===== config.mk =====
export PLATFORM = sky130hd
export DESIGN_NAME = boot_loader_flat
export DESIGN_NICKNAME = d
export VERILOG_FILES = /design/src/rtl/boot_loader_pkg.sv /design/src/rtl/boot_loader_if.sv /design/src/rtl/boot_loader_word_pack.sv /design/src/rtl/boot_loader.sv /design/src/flat_wrapper.sv
export SDC_FILE = /design/constraint.sdc
export NUM_CORES = 1
export LEC_CHECK = 0
export ABC_AREA = 0
export CAP_MARGIN = 20
export CORE_UTILIZATION = 25
export DETAILED_ROUTE_END_ITERATION = 8
export PLACE_DENSITY = 0.43
export SETUP_SLACK_MARGIN = 0.4
export SLEW_MARGIN = 20
export SYNTH_ARGS = -nofsm -noshare
export SYNTH_HDL_FRONTEND = slang
export SYNTH_SLANG_ARGS = --single-unit
export TNS_END_PERCENT = 50

===== constraint.sdc =====
create_clock -name i_clk -period 5.5 [get_ports i_clk]
set_input_delay 1.375 -clock i_clk [delete_from_list [all_inputs] [get_ports i_clk]]
set_output_delay 1.375 -clock i_clk [all_outputs]
set_load 0.005 [all_outputs]

===== src/rtl/boot_loader_pkg.sv =====
// Shared types and constants for the byte-stream boot loader.
// Memory command encodings match the ram port used by proc's fetch.
package boot_loader_pkg;

    localparam logic [1:0] RAM_NONE  = 2'd0;
    localparam logic [1:0] RAM_READ  = 2'd1;
    localparam logic [1:0] RAM_WRITE = 2'd2;

    localparam int unsigned MEM_SIZE_DEFAULT = 4096;

    // Left-align a right-packed word holding (fill+1) bytes; the low bytes become zero padding.
    function automatic logic [31:0] pad_word(input logic [31:0] w, input logic [1:0] fill);
        return w << {~fill, 3'b000};
    endfunction

endpackage


===== src/rtl/boot_loader_if.sv =====
// Byte-stream input and memory write port of the boot loader, bundled as one interface.
interface boot_loader_if;
    import boot_loader_pkg::*;

    logic        byte_valid;
    logic [7:0]  byte_dat;
    logic        byte_ready;
    logic [1:0]  mem_do;
    logic [31:0] mem_addr;
    logic [31:0] mem_val;

    // Loader side.
    modport slave (
        input  byte_valid,
        input  byte_dat,
        output byte_ready,
        output mem_do,
        output mem_addr,
        output mem_val
    );

    // Stream source / memory observer side.
    modport master (
        output byte_valid,
        output byte_dat,
        input  byte_ready,
        input  mem_do,
        input  mem_addr,
        input  mem_val
    );

endinterface


===== src/rtl/boot_loader_word_pack.sv =====
// Packs payload bytes big-endian into 32-bit words and issues one registered write pulse
// per full word or on the final byte (zero padded). Latency: 1 cycle byte->write.
module boot_word_pack
    import boot_loader_pkg::*;
(
    input  logic        i_clk,
    input  logic        i_rst,
    input  logic        i_byte_vld,
    input  logic [7:0]  i_byte_dat,
    input  logic        i_last,
    input  logic [31:0] i_addr,
    output logic        o_flush,
    output logic [1:0]  o_mem_do,
    output logic [31:0] o_mem_addr,
    output logic [31:0] o_mem_val
);

    logic [23:0] r_pack;
    logic [1:0]  r_fill;
    logic [1:0]  r_mem_do;
    logic [31:0] r_mem_addr;
    logic [31:0] r_mem_val;
    logic [31:0] w_word;

    // Earlier bytes sit right-aligned in r_pack, so the new byte always lands in [7:0].
    assign w_word  = {r_pack, i_byte_dat};
    assign o_flush = i_byte_vld & ((r_fill == 2'd3) | i_last);

    always_ff @(posedge i_clk) begin
        if (i_rst) begin
            r_pack     <= '0;
            r_fill     <= '0;
            r_mem_do   <= RAM_NONE;
            r_mem_addr <= '0;
            r_mem_val  <= '0;
        end else begin
            r_mem_do <= RAM_NONE;
            if (i_byte_vld) begin
                if (o_flush) begin
                    r_pack     <= '0;
                    r_fill     <= '0;
                    r_mem_do   <= RAM_WRITE;
                    r_mem_addr <= i_addr;
                    r_mem_val  <= pad_word(w_word, r_fill);
                end else begin
                    r_pack <= w_word[23:0];
                    r_fill <= r_fill + 2'd1;
                end
            end
        end
    end

    assign o_mem_do   = r_mem_do;
    assign o_mem_addr = r_mem_addr;
    assign o_mem_val  = r_mem_val;

endmodule


===== src/rtl/boot_loader.sv =====
// Framed image loader: 4-byte BE length, payload, XOR checksum; writes words and releases CPU reset.
// Ready is high only while loading (length/data/checksum); no other backpressure.
module boot_loader
    import boot_loader_pkg::*;
#(
    parameter int unsigned MEM_SIZE  = MEM_SIZE_DEFAULT,
    parameter int unsigned BASE_ADDR = 0
)
(
    input  logic          i_clk,
    input  logic          i_rst,
    boot_loader_if.slave  bus,
    output logic          o_cpu_rst_n,
    output logic          o_done,
    output logic          o_err
);

    typedef enum logic [2:0] {
        S_LEN  = 3'd0,
        S_DATA = 3'd1,
        S_CSUM = 3'd2,
        S_DONE = 3'd3,
        S_ERR  = 3'd4
    } state_t;

    localparam logic [31:0] LEN_MAX = 32'(MEM_SIZE - BASE_ADDR);
    localparam logic [31:0] BASE    = 32'(BASE_ADDR);

    state_t      r_state;
    state_t      w_state_nxt;
    logic        r_ready;
    logic [31:0] r_len;
    logic [1:0]  r_len_cnt;
    logic [31:0] r_byte_cnt;
    logic [31:0] r_word_idx;
    logic [7:0]  r_csum;

    logic        w_acc;
    logic        w_data_acc;
    logic        w_last;
    logic        w_flush;
    logic [31:0] w_len_full;
    logic [31:0] w_addr;
    logic        w_ready_nxt;
    logic [1:0]  w_mem_do;
    logic [31:0] w_mem_addr;
    logic [31:0] w_mem_val;

    assign w_acc      = bus.byte_valid & r_ready;
    assign w_data_acc = w_acc & (r_state == S_DATA);
    assign w_len_full = {r_len[23:0], bus.byte_dat};
    assign w_last     = (r_byte_cnt + 32'd1) == r_len;
    assign w_addr     = BASE + {r_word_idx[29:0], 2'b00};

    always_comb begin
        w_state_nxt = r_state;
        case (r_state)
            S_LEN: begin
                if (w_acc && (r_len_cnt == 2'd3)) begin
                    if (w_len_full > LEN_MAX)
                        w_state_nxt = S_ERR;
                    else if (w_len_full == 32'd0)
                        w_state_nxt = S_CSUM;
                    else
                        w_state_nxt = S_DATA;
                end
            end
            S_DATA: begin
                if (w_acc && w_last)
                    w_state_nxt = S_CSUM;
            end
            S_CSUM: begin
                if (w_acc)
                    w_state_nxt = (bus.byte_dat == r_csum) ? S_DONE : S_ERR;
            end
            default: w_state_nxt = r_state;
        endcase
    end

    // Ready is registered from the next state so it stays low through reset and rises one cycle later.
    assign w_ready_nxt = (w_state_nxt == S_LEN) || (w_state_nxt == S_DATA) ||
                         (w_state_nxt == S_CSUM);

    always_ff @(posedge i_clk) begin
        if (i_rst) begin
            r_state    <= S_LEN;
            r_ready    <= 1'b0;
            r_len      <= '0;
            r_len_cnt  <= '0;
            r_byte_cnt <= '0;
            r_word_idx <= '0;
            r_csum     <= '0;
        end else begin
            r_state <= w_state_nxt;
            r_ready <= w_ready_nxt;
            if (w_acc && (r_state == S_LEN)) begin
                r_len     <= w_len_full;
                r_len_cnt <= r_len_cnt + 2'd1;
            end
            if (w_data_acc) begin
                r_csum     <= r_csum ^ bus.byte_dat;
                r_byte_cnt <= r_byte_cnt + 32'd1;
            end
            if (w_flush)
                r_word_idx <= r_word_idx + 32'd1;
        end
    end

    boot_word_pack u_pack (
        .i_clk      (i_clk),
        .i_rst      (i_rst),
        .i_byte_vld (w_data_acc),
        .i_byte_dat (bus.byte_dat),
        .i_last     (w_last),
        .i_addr     (w_addr),
        .o_flush    (w_flush),
        .o_mem_do   (w_mem_do),
        .o_mem_addr (w_mem_addr),
        .o_mem_val  (w_mem_val)
    );

    assign bus.byte_ready = r_ready;
    assign bus.mem_do     = w_mem_do;
    assign bus.mem_addr   = w_mem_addr;
    assign bus.mem_val    = w_mem_val;

    assign o_done      = (r_state == S_DONE);
    assign o_err       = (r_state == S_ERR);
    assign o_cpu_rst_n = (r_state == S_DONE);

endmodule


===== src/flat_wrapper.sv =====
// flat-port wrapper written by rule: the top's interface ports become plain ports
module boot_loader_flat import boot_loader_pkg::*;
#(
    parameter int unsigned MEM_SIZE  = MEM_SIZE_DEFAULT,
    parameter int unsigned BASE_ADDR = 0
)
  (i_clk, i_rst, o_cpu_rst_n, o_done, o_err, bus_byte_valid, bus_byte_dat, bus_byte_ready, bus_mem_do, bus_mem_addr, bus_mem_val);
  boot_loader_if bus_i ();
  input  logic i_clk;
  input  logic i_rst;
  output logic o_cpu_rst_n;
  output logic o_done;
  output logic o_err;
  input wire logic [$bits(bus_i.byte_valid)-1:0] bus_byte_valid;
  input wire logic [$bits(bus_i.byte_dat)-1:0] bus_byte_dat;
  output wire logic [$bits(bus_i.byte_ready)-1:0] bus_byte_ready;
  output wire logic [$bits(bus_i.mem_do)-1:0] bus_mem_do;
  output wire logic [$bits(bus_i.mem_addr)-1:0] bus_mem_addr;
  output wire logic [$bits(bus_i.mem_val)-1:0] bus_mem_val;
  assign bus_i.byte_valid = bus_byte_valid;
  assign bus_i.byte_dat = bus_byte_dat;
  assign bus_byte_ready = bus_i.byte_ready;
  assign bus_mem_do = bus_i.mem_do;
  assign bus_mem_addr = bus_i.mem_addr;
  assign bus_mem_val = bus_i.mem_val;
  boot_loader #(.MEM_SIZE(MEM_SIZE), .BASE_ADDR(BASE_ADDR)) u_core (.i_clk(i_clk), .i_rst(i_rst), .bus(bus_i), .o_cpu_rst_n(o_cpu_rst_n), .o_done(o_done), .o_err(o_err));
endmodule

Word-level counts from Yosys, hierarchy flattened --
Cells that the tools add are included.
Word-level totals: input bits 11, word-level logic and storage cells 55, output and inout port bits 70, register bits 200
Cells by class: equal/unequal tests 10, mux-type cells 10, bitwise operators 7, reduce and logical (&&, ||, !) cells 10, $add $sub $neg 4, magnitude comparators 1, shifts and indexed selects 1
Operators by type and width (number):
- $add 32x1->32 const B | 2
- $eq 32x32->1 | 1
- $gt 32x13->1 const B | 1
- $logic_not 32->1 | 1
- $shl 32x5->32 | 1
- $mux 24 | 1
- $mux 3 | 5
- $eq 3x2->1 const B | 3
- $pmux 3 s3 | 1
- $eq 8x8->1 | 1
- $xor 8x8->8 | 1
- $eq 3x1->1 const B | 2
- $logic_not 3->1 | 2
- $mux 2 | 3
- $add 2x1->2 const B | 2
- $eq 2x2->1 const B | 2
- $and 1x1->1 | 3
- $eq 3x3->1 const B | 1
- $logic_and 1x1->1 | 3
- $logic_or 1x1->1 | 2
- $not 2->2 | 1
- $reduce_and 2->1 | 1
- $reduce_or 2->1 | 1
- $not 1->1 | 1
- $or 1x1->1 | 1

Logic depth before layout (Yosys ltp) --
depth after elaboration 8, mapped depth 13, depth with buffers taken out 10

Cells and area by module --
From an unflattened synthesis, not the netlist that was laid out.
Unflattened totals: cells, all modules 1151, area total of the unflattened synthesis 9497.9 µm²
Modules (own cells, without submodules):
- boot_loader | times used 1, cells an instance 728, seq. area each 2162.1 µm², area each 5781.8 µm²
- boot_word_pack | times used 1, cells an instance 423, seq. area each 1821.7 µm², area each 3716.1 µm²

Least setup slack after synthesis --
Ideal clock, no wire load.
path type flip-flop to flip-flop, start reg u_core.r_byte_cnt[0], end reg u_core.r_word_idx[11], clock period less this slack 3636 ps, path buffers 3, arrival time 3504 ps, cell stages (with the launch flop) 14, setup time 132 ps, setup slack 1864 ps, required time 5368 ps, cell sequence dfxtp_1 > ha_1 > nand3_2 > or3_1 > buf_2 > or3_1 > a2111oi_0 > and4_1 > nand4_1 > o41a_1 > clkbuf_1 > clkbuf_1 > o31ai_1 > a21oi_1
On the way: word-level cells in the longest chain between the ends 4
Ends and longest elaborated chain:
- start, declared | RTL line boot_loader.sv:34 | logic [31:0] r_byte_cnt;
- start signal, assigned | RTL line boot_loader.sv:102 | r_byte_cnt <= r_byte_cnt + 32'd1;
- $add 32x1->32 | RTL line boot_loader.sv:52 | assign w_last = (r_byte_cnt + 32'd1) == r_len;
- $eq 32x32->1 | RTL line boot_loader.sv:52
- $or 1x1->1 | RTL line boot_loader_word_pack.sv:27 | assign o_flush = i_byte_vld & ((r_fill == 2'd3) | i_last);
- $and 1x1->1 | RTL line boot_loader_word_pack.sv:27
- end signal, assigned | RTL line boot_loader.sv:105 | r_word_idx <= r_word_idx + 32'd1;
- end, declared | RTL line boot_loader.sv:35 | logic [31:0] r_word_idx;
No other way between the ends. A chain may end at the register's enable or synchronous reset.

Worst setup path in the final report --
start reg u_core.r_byte_cnt[0], end reg u_core.r_word_idx[29]
Same word-level chain as after synthesis.

==> summary.md <==
| Metric | Value |
|---|---|
| CP max stage delay | `820 ps` |
| Fmax | `0.219 GHz` |
| Slew Viols, Final | `0` |
| Maximum vdd drop | `between 0.2 and 0.25 mV` |
| Worst setup path endpoint | `u_core.r_word_idx[29]` |
| Final hold violation count | `0` |
| RSZ-0062 raised after global routing | `no` |
| Drt drc | `0` |
| DR WL/cell | `17.5 um` |
| R2R setup slack | `930 ps` |
| Syn Area/Cell | `7.99 um^2` |
| Number of flops mapped to enable cells by yosys | `0` |
| CP delay by family, top | `simple AND/OR/NAND/NOR gates` |
| Setup repair bufs after CTS | `0` |
| Status | `complete, no violations` |
| Asr flop ratio synth | `0` |
| Initial antenna violation count | `0` |
| Hpwl dp | `19.5 mm` |
| First-pass detailed-route iteration total | `5` |
| Final Skew | `15.1 ps` |
| CP endpoint kind | `flip-flop` |
| Top_reg_cell synth | `dfxtp_1` |
| CP Max Fanout | `37` |
| Die ar. | `roughly 40000 um^2` |
| Total Routed Length | `30.8 mm` |
| Row count | `72` |
| Commonest non-fill, non-tap cell in the layout | `dfxtp_1` |
| DIE HEIGHT | `around 200 um` |
| Sequential area share after synthesis | `0.400` |
| Pin count of the biggest net entering global routing | `115` |
| Synth unique cells | `61` |
| I/O pins | `81` |
| Synth area leaders | `dfxtp_1 (40%), a21oi_1 (8.3%), nand2_1 (5.2%), nand3_1 (4.4%), clkbuf_1 (4.0%)` |
| Clock-pin slew on the worst setup and hold paths | `80 ps` |
| Layout Nets | `~1200` |
| CP bufs+invs | `1` |
| Worst r2r src | `u_core.r_byte_cnt[0]` |
| Crit share post-route | `0.832` |
| Post-CTS sizing | `0` |
| Critical path depth in cells | `11` |
| Gr usage total | `0.154` |
| Core area | `38700 um^2` |
| Final global-route overflow total | `0` |
| Yosys warns | `0` |
| First-pass GRT wire length | `roughly 49 mm` |
| Vias per std cell | `5.11` |
| Cts hold-fix bufs | `0` |
| Hold WS | `around 450 ps` |
| Initial DRC Count | `about 670` |
| FF+latch area | `3940 um^2` |
| Cell type with the largest total area after synthesis | `dfxtp_1` |
| H-tree depth | `4` |
| Least-Margin Pin Slew | `approximately 950 ps` |
| DP Cell Count | `1730` |
| Die width | `roughly 200 um` |
| Area of the multi-input gates | `5370 um^2` |
| Worst-case clock buffer depth | `2` |
| Post-Synthesis Cells | `1233` |
| Crit-path slowest cell | `o41a_2` |
| Routed Antenna Nets | `0` |
| Initial core utilization | `0.254` |
| Type of the worst setup path | `flip-flop to flip-flop` |
| Fillers | `4188` |
| Maximum capacitance violations | `0` |
| Vias in the first global route | `around 8500` |
| CP arrival | `4940 ps` |
| Depth of the worst hold-timing path | `2` |
| RePlAce Congestion | `0.807` |
| Clk root buf | `clkbuf_16` |
| Vias | `9006` |
| Layout overhead on the synthesized area | `18.1%` |
| Worst reg2reg path depth | `11` |
| Capturing point of the worst reg2reg path | `u_core.r_word_idx[29]` |
| Most frequent cells in the layout | `dfxtp_1 (197), a21oi_1 (164), nand2_1 (137), nand3_1 (86), clkdlybuf4s50_1 (76)` |
| Clk sinks | `197` |
| CP Cell Sequence | `ha_1, nand3_2, or3_1, or3_1, a2111oi_0, and4_1, nand4_1, o41a_2, buf_4, or4_1, a21oi_1` |
| Min cycle time layout | `between 4000 and 5000 ps` |
| Type of the worst min-delay path | `flip-flop to flip-flop` |
| Req. time, crit path | `5870 ps` |
| TNS Setup | `0 ps` |
| Final setup fails | `0` |
| Finished Layout Cells | `1762` |
| Clk_lat worst skew | `between 400 and 500 ps` |
| Total CTS buffers | `17` |
| I/O Buffers | `slightly below 80` |
| CP startpoint | `u_core.r_byte_cnt[0]` |
| Final Util | `0.301` |
| Pwr per Cell Area | `249 nW/um^2` |
| CP dominant cell by count | `or3_1` |
| FF+latch count, synth | `197` |
| CP startpoint kind | `flip-flop` |
| Yosys top cell area share | `0.400` |
| Leakage | `0.00353 uW` |
| Share of layout cells above drive strength 1 | `0.0643` |
| Mapped cell area | `9860 um^2` |
| Relative slew slack | `0.368` |
| CTS tree | `built` |
| Antenna cell count | `0` |
==> worst reg2reg max path: cells and delay by family (launching register included) <==
| kind | cells | cell delay, ps |
|---|---|---|
| DFF | 1 | 450 |
| AOI/OAI and AO/OA | 3 | 1390 |
| adders and majority gates | 1 | 260 |
| and+or+nand+nor | 6 | 2060 |
| buffers and inverters | 1 | 340 |
==> routing by layer <==
metal / wire, um / part of all wire / track usage / vias up
li1: - / - / - / 4451
met1: 15000 / 0.49 / 0.212 / 4369
met2: 14400 / 0.47 / 0.246 / 166
met3: 1090 / 0.035 / 0.0302 / 20
met4: 315 / 0.010 / 0.0344 / 0
met5: 0 / 0 / 0 / -
==> per-stage QoR <==
step / setup WS, ps / power (uW) / cell area [um^2]
6_report: 926 / 2900 / 11600
3_3_place_gp: 1000 / 1600 / 11000
4_1_cts: 923 / 2950 / 11600
3_5_place_dp: 974 / 1600 / 11000
5_1_grt: 688 / 3020 / 11600
2_1_floorplan: 1860 / 1550 / 9860
==> worst min path at each step <==
stage / startpoint / endpoint / slack [ps]
after global routing: u_core.u_pack.r_pack[21] / u_core.u_pack.r_pack[21] / 480
final: u_core.u_pack.r_pack[19] / u_core.u_pack.r_pack[19] / 450
after detailed placement: u_core.u_pack.r_pack[17] / u_core.u_pack.r_pack[17] / 440
after floorplan: u_core.u_pack.r_pack[16] / u_core.u_pack.r_pack[16] / 430
after global placement: u_core.u_pack.r_pack[19] / u_core.u_pack.r_pack[19] / 440
after CTS: u_core.u_pack.r_pack[17] / u_core.u_pack.r_pack[17] / 460
==> layout make-up <==
class,count,share of cell area
multi-input combinational,891,0.462
sequential,197,0.339
timing repair buffer,98,0.0831
tap,518,0.0557
clock buffer,20,0.0392
clock inverter,12,0.0132
inverter,26,0.00838
==> cells in the mapped netlist (2+ instances only) <==
cell,count
dfxtp_1,197
a21oi_1,164
nand2_1,137
clkbuf_1,106
nand3_1,86
o21ai_0,63
nor2_1,57
xnor2_1,43
xor2_1,36
o2111ai_1,34
nand4_1,28
inv_1,26
nor4_1,23
nor3_1,22
or3_1,17
a41o_1,16
mux2_2,16
and3_1,12
a22oi_1,10
mux2i_1,10
o31ai_1,10
or4_1,10
a311oi_1,9
and2_1,9
and4_1,9
o21ai_1,9
buf_2,8
nand2b_1,5
buf_4,4
ha_1,4
nor4b_1,4
o21a_1,4
buf_1,3
nor2b_1,3
nor3b_1,3
o211ai_1,3
a2111oi_0,2
a31o_2,2
a31oi_1,2
mux2_1,2
nand3_2,2
nand4b_1,2
o211a_1,2
o31a_1,2
==> where the power goes <==
group          internal [uW]  switching [uW]
sequential              1430            8.12
combinational           35.0            91.5
clock                    713             622
total                   2180             722
==> sequential cells by signal, summed over array words and instances, names as in the netlist <==
| signal | cells |
|---|---|
| u_core.r_len | 32 |
| u_core.r_word_idx | 30 |
| u_core.u_pack.r_pack | 24 |
| u_core.u_pack.o_mem_do | 1 |
| u_core.u_pack.o_mem_addr | 30 |
| u_core.r_csum | 8 |
| u_core.r_byte_cnt | 32 |
| u_core.bus.byte_ready | 1 |
| u_core.r_state | 3 |
| u_core.u_pack.r_fill | 2 |
| u_core.u_pack.o_mem_val | 32 |
| u_core.r_len_cnt | 2 |
==> cells by family after synthesis <==
kind of cell               after synthesis  synth area share
other                                    1          0.000380
buffers and inverters                  147            0.0585
and+or+nand+nor                        432             0.218
muxes                                   28            0.0307
DFF                                    197             0.400
xor gates and xnor gates                80            0.0726
AOI/OAI and AO/OA                      344             0.215
adders and majority gates                4           0.00508
Power figures use the tool's default switching activity.
